**src/rtl/dff_ctrl_pkg.sv**
```systemverilog
// Shared definitions for the shared-register arbiter: FSM encoding and
// default parameter values.
package dff_ctrl_pkg;

  typedef enum logic {
    IDLE = 1'b0,
    BUSY = 1'b1
  } arb_state_t;

  localparam int N_DEF        = 4;
  localparam int WIDTH_DEF    = 8;
  localparam int MAX_HOLD_DEF = 4;

endpackage

```
**src/rtl/rr_pick.sv**
```systemverilog
// Combinational round-robin pick: first set request bit searched from
// (last+1) mod N, wrapping around to last itself.
module rr_pick #(
  parameter int N  = 4,
  parameter int IW = (N > 1) ? $clog2(N) : 1
) (
  input  logic [N-1:0]  req,
  input  logic [IW-1:0] last,
  output logic [IW-1:0] idx,
  output logic          found
);

  logic [IW-1:0] cand;

  // k runs to N so the previous owner is the last candidate, giving re-grant.
  always_comb begin
    idx   = '0;
    found = 1'b0;
    cand  = '0;
    for (int k = 1; k <= N; k++) begin
      cand = IW'((int'(last) + k) % N);
      if (!found && req[cand]) begin
        found = 1'b1;
        idx   = cand;
      end
    end
  end

endmodule

```
**src/rtl/shared_reg_arbiter.sv**
```systemverilog
// Round-robin arbiter granting one requester at a time write access to a
// single shared register, with a bounded hold time per grant.
module shared_reg_arbiter
  import dff_ctrl_pkg::*;
#(
  parameter int N        = N_DEF,
  parameter int WIDTH    = WIDTH_DEF,
  parameter int MAX_HOLD = MAX_HOLD_DEF
) (
  input  logic               CLK,
  input  logic               RESET,
  input  logic [N-1:0]       REQ,
  input  logic [N*WIDTH-1:0] DIN,
  output logic [N-1:0]       GNT,
  output logic [WIDTH-1:0]   Q,
  output logic               VALID
);

  localparam int IW = (N > 1) ? $clog2(N) : 1;
  localparam int HW = $clog2(MAX_HOLD + 1);

  arb_state_t      state;
  logic [IW-1:0]   gidx;
  logic [IW-1:0]   last;
  logic [HW-1:0]   hold;

  logic [IW-1:0]   pick_idx;
  logic            pick_found;
  logic [N-1:0]    pick_onehot;
  logic [WIDTH-1:0] slices [N];
  logic [WIDTH-1:0] din_g;
  logic            req_g;
  logic            load;
  logic            at_max;
  logic            release_now;

  for (genvar i = 0; i < N; i++) begin : g_slice
    assign slices[i] = DIN[i*WIDTH +: WIDTH];
  end

  rr_pick #(.N(N), .IW(IW)) u_pick (
    .req   (REQ),
    .last  (last),
    .idx   (pick_idx),
    .found (pick_found)
  );

  assign pick_onehot = N'(1) << pick_idx;
  assign din_g       = slices[gidx];
  assign req_g       = REQ[gidx];
  assign load        = (state == BUSY) && req_g;
  assign at_max      = (hold == HW'(MAX_HOLD));
  assign release_now = (state == BUSY) && (!req_g || at_max);

  // Control FSM; in BUSY, last equals the owner so the pick also covers re-grant.
  always_ff @(posedge CLK or negedge RESET) begin
    if (!RESET) begin
      state <= IDLE;
      GNT   <= '0;
      gidx  <= '0;
      hold  <= '0;
      last  <= IW'(N - 1);
      VALID <= 1'b0;
    end else begin
      VALID <= load;
      case (state)
        IDLE: begin
          if (pick_found) begin
            state <= BUSY;
            GNT   <= pick_onehot;
            gidx  <= pick_idx;
            last  <= pick_idx;
            hold  <= HW'(1);
          end
        end
        BUSY: begin
          if (release_now) begin
            if (pick_found) begin
              GNT  <= pick_onehot;
              gidx <= pick_idx;
              last <= pick_idx;
              hold <= HW'(1);
            end else begin
              state <= IDLE;
              GNT   <= '0;
              hold  <= '0;
            end
          end else begin
            hold <= hold + HW'(1);
          end
        end
        default: state <= IDLE;
      endcase
    end
  end

  // The only datapath storage: the shared register with load enable.
  always_ff @(posedge CLK or negedge RESET) begin
    if (!RESET) begin
      Q <= '0;
    end else if (load) begin
      Q <= din_g;
    end
  end

endmodule

```
**config.mk**
```make
export PLATFORM = sky130hd
export DESIGN_NAME = shared_reg_arbiter
export DESIGN_NICKNAME = d
export VERILOG_FILES = /design/src/rtl/dff_ctrl_pkg.sv /design/src/rtl/rr_pick.sv /design/src/rtl/shared_reg_arbiter.sv
export SDC_FILE = /design/constraint.sdc
export NUM_CORES = 1
export LEC_CHECK = 0
export ABC_AREA = 1
export CORE_MARGIN = 2
export CORE_UTILIZATION = 39
export CTS_CLUSTER_DIAMETER = 50
export DETAILED_ROUTE_END_ITERATION = 12
export GPL_ROUTABILITY_DRIVEN = 1
export PLACE_DENSITY = 0.7
export SKIP_LAST_GASP = 1
export SLEW_MARGIN = 0
export SYNTH_ARGS = -nofsm -noshare
export SYNTH_HDL_FRONTEND = slang
export SYNTH_HIERARCHICAL = 1
export SYNTH_SLANG_ARGS = --single-unit
```
**constraint.sdc**
```tcl
create_clock -name CLK -period 2.2 [get_ports CLK]
set_clock_uncertainty 0.15 [all_clocks]
set_input_delay 0.44 -clock CLK [delete_from_list [all_inputs] [get_ports CLK]]
set_output_delay 0.44 -clock CLK [all_outputs]
set_load 0.01 [all_outputs]
```
==> flow_metrics.env <==
export IMPL_dpl_cell_count=313
export IMPL_ys_warnings_count=6
export IMPL_grt_pass1_wl_um=6450
export IMPL_cts_htree_levels=1
export IMPL_cts_tree="yes"
export IMPL_drv_cap=0
export IMPL_critPathTopFamily="simple AND/OR/NAND/NOR gates"
export IMPL_cp_max_fo=8
export IMPL_cp_slowest_stage_delay_ps=560
export IMPL_nets=311
export IMPL_rr_endpoint="GNT[1]"
export IMPL_p_int_uw=1660
export IMPL_hold_viol=0
export IMPL_synthCells=207
export IMPL_tns_ps=0
export IMPL_antennaDiodeCount=0
export IMPL_io_pins=51
export IMPL_syn_nets=247
export IMPL_dieArea_um2=4330
export IMPL_critPathLaunchType="flip-flop"
export IMPL_required_ps=2210
export IMPL_critPathKind="flip-flop to flip-flop"
export IMPL_p_leak_uw=0.00105
export IMPL_core_region_area_um2=3660
export IMPL_status="complete, no violations"
export IMPL_cts_root_buffer="clkbuf_8"
export IMPL_cp_cell_sequence="clkinvlp_4 -> nand2_2 -> nand2_2 -> nand2_2 -> nand2_4 -> nor2_8 -> nand4_1 -> or2_4 -> buf_4 -> nand3_1 -> nand2_1"
export IMPL_instances_no_fill=318
export IMPL_clkPwrFrac=0.079
export IMPL_fin_ws_ps=81.8
export IMPL_ys_seq_elements=21
export IMPL_grt_max_degree=22
export IMPL_antenna_found_initial=0
export IMPL_critPathLaunch="last[0]"
export IMPL_synth_area_per_cell_um2=7.19
export IMPL_finalCriticalPeriod_ps=2120
export IMPL_clock_latency_ps=260
export IMPL_end_kind="flip-flop"
export IMPL_grt_pass1_vias=1445
export IMPL_pwr_share_comb=0.696
export IMPL_drc=0
export IMPL_die_w_um=65.8
export IMPL_hp_class="flip-flop to flip-flop"
export IMPL_fin_area_um2=2180
export IMPL_syn_to_final_growth_pct=46.3
export IMPL_rsz0062_at_grt="true"
export IMPL_cp_slowest_cell="dfstp_2"
export IMPL_postRouteAntennaNets=0
export IMPL_drtIter0Drc=71
export IMPL_swShare=0.476
export IMPL_period_share=0.963
export IMPL_timing_rr_start="last[0]"
export IMPL_holdBufCountCts=0
export IMPL_cts_buffer_depth=2
export IMPL_path_buf_inv=2
export IMPL_cp_common_cell="nand2_2"
export IMPL_holdPathEnd="GNT[0]"
export IMPL_peakVddDrop_uv=811
export IMPL_cts_inserted_buffers=3
export IMPL_ys_seq_area_frac=0.355
export IMPL_dpl_hpwl_um=3000
export IMPL_wl_per_cell_um=12.1
export IMPL_start_util=0.407
export IMPL_cts_clk_slew_worst_paths_ps=70
export IMPL_p_sw_uw=1510
export IMPL_final_common_cell="nand2_1"
export IMPL_io_buffers=50
export IMPL_grt_ovfl_total=0
export IMPL_setup_violations=0
export IMPL_crit_arrival_ps=2130
export IMPL_p_per_area_nw_per_um2=1460
export IMPL_tightest_slew_ps=335
export IMPL_holdWs_ps=325
export IMPL_globalRouteTotalUtil=0.192
export IMPL_totalWireLength_um=3860
export IMPL_max_freq_ghz=0.472
export IMPL_drive_above_1_share=0.189
export IMPL_pre_cts_ws_ps=-178
export IMPL_drv_slew=0
export IMPL_row_count=22
export IMPL_p_seq_frac=0.224
export IMPL_r2r_slack_ps=80
export IMPL_place_area_um2=2100
export IMPL_vias=1581
export IMPL_ys_types=26
export IMPL_vias_per_cell=4.97
export IMPL_dr_pass1_iters=4
export IMPL_reg2reg_depth=11
export IMPL_worstHoldStart="GNT[0]"
export IMPL_place_congestion=0.824
export IMPL_die_h_um=65.8
export IMPL_layout_cells_most_common_list="67 x nand2_1, 50 x clkdlybuf4s50_1, 19 x dfrtp_1, 18 x nor2_1, 17 x buf_4"
export IMPL_relSlewSlack=0.776
export IMPL_syn_area_um2=1490
export IMPL_cts_sinks=21
export IMPL_min_path_cells=2
## final cells by class
type / count / area, µm²
clock buffer: 3 / 41.3
tap: 48 / 60.1
multi-input combinational: 161 / 848
sequential: 21 / 528
clock inverter: 1 / 5.00
timing repair buffer: 67 / 628
inverter: 17 / 67.6
fill: 358 / 1480
## cells by family (layout without fill, tap and decap cells)
kind of cell               count (synthesis)  after routing  share of synthesized area
and+or+nand+nor                          126            126                      0.414
buffers and inverters                     25             88                     0.0899
AOI/OAI and AO/OA                         32             32                      0.118
DFF                                       21             21                      0.355
xor gates and xnor gates                   1              1                    0.00588
adders and majority gates                  2              2                     0.0168
## how the worst max path moves through the flow
stage	end	slack, ps	depth (start not counted)
2_1_floorplan	hold[2]	10	12
5_1_grt	hold[2]	-100	11
3_3_place_gp	GNT[1]	-140	12
4_1_cts	GNT[1]	70	11
6_report	GNT[1]	80	11
3_5_place_dp	GNT[1]	-180	11
## worst min-delay path, cell delays in order (launching register included)
cell and delay [ps]:
dfrtp_1 350, nand2_1 50, nand2_1 40
## sequential cells by signal (all words and copies together) (netlist names)
register,flops
GNT,4
gidx,2
hold,3
state,1
Q,8
last,2
VALID,1
## through the flow
stage           util  total power [µW]
4_1_cts        0.586              3150
6_report       0.595              3170
3_3_place_gp   0.573              2840
3_5_place_dp   0.573              2890
5_1_grt        0.595              3500
2_1_floorplan      -              2180
## power groups by stage
stage                     sequential, µW  clock, µW  combinational, µW
after floorplan                      740          0               1440
after global routing                 741        284               2480
after global placement               711          0               2130
after CTS                            710        263               2180
after detailed placement             713          0               2180
final                                713        252               2210
## cell usage after synthesis
cell type,number,area (µm²)
nand2_1,71,267
dfrtp_1,19,475
nor2_1,18,67.6
o21ai_0,16,80.1
nand3_1,15,75.1
inv_1,14,52.6
o22ai_1,9,56.3
nand2_4,6,67.6
a21oi_1,5,25.0
buf_6,4,45.0
nand2_2,4,25.0
nand3_2,4,40.0
nand4_1,4,25.0
inv_2,3,11.3
buf_4,2,15.0
dfstp_2,2,52.6
ha_1,2,25.0
a211oi_1,1,7.51
buf_2,1,5.00
clkbuf_2,1,5.00
nand3_4,1,17.5
nor2_8,1,20.0
o21a_1,1,7.51
or2_0,1,6.26
or2_1,1,6.26
xor2_1,1,8.76
## layer usage
metal  vias to the layer above  part of all wire  global-route usage
met2                        59              0.47               0.335
met4                         0            0.0062              0.0391
li1                        797                 -                   -
met1                       721              0.44               0.238
met3                         4             0.091              0.0477
met5                         -                 0                   0
## what timing repair did
item,4_1_cts,5_1_grt
buffers inserted,0,1
setup endpoints to repair,0,7
resized for setup,0,9
Note: power is estimated with default switching activity, not from simulation.
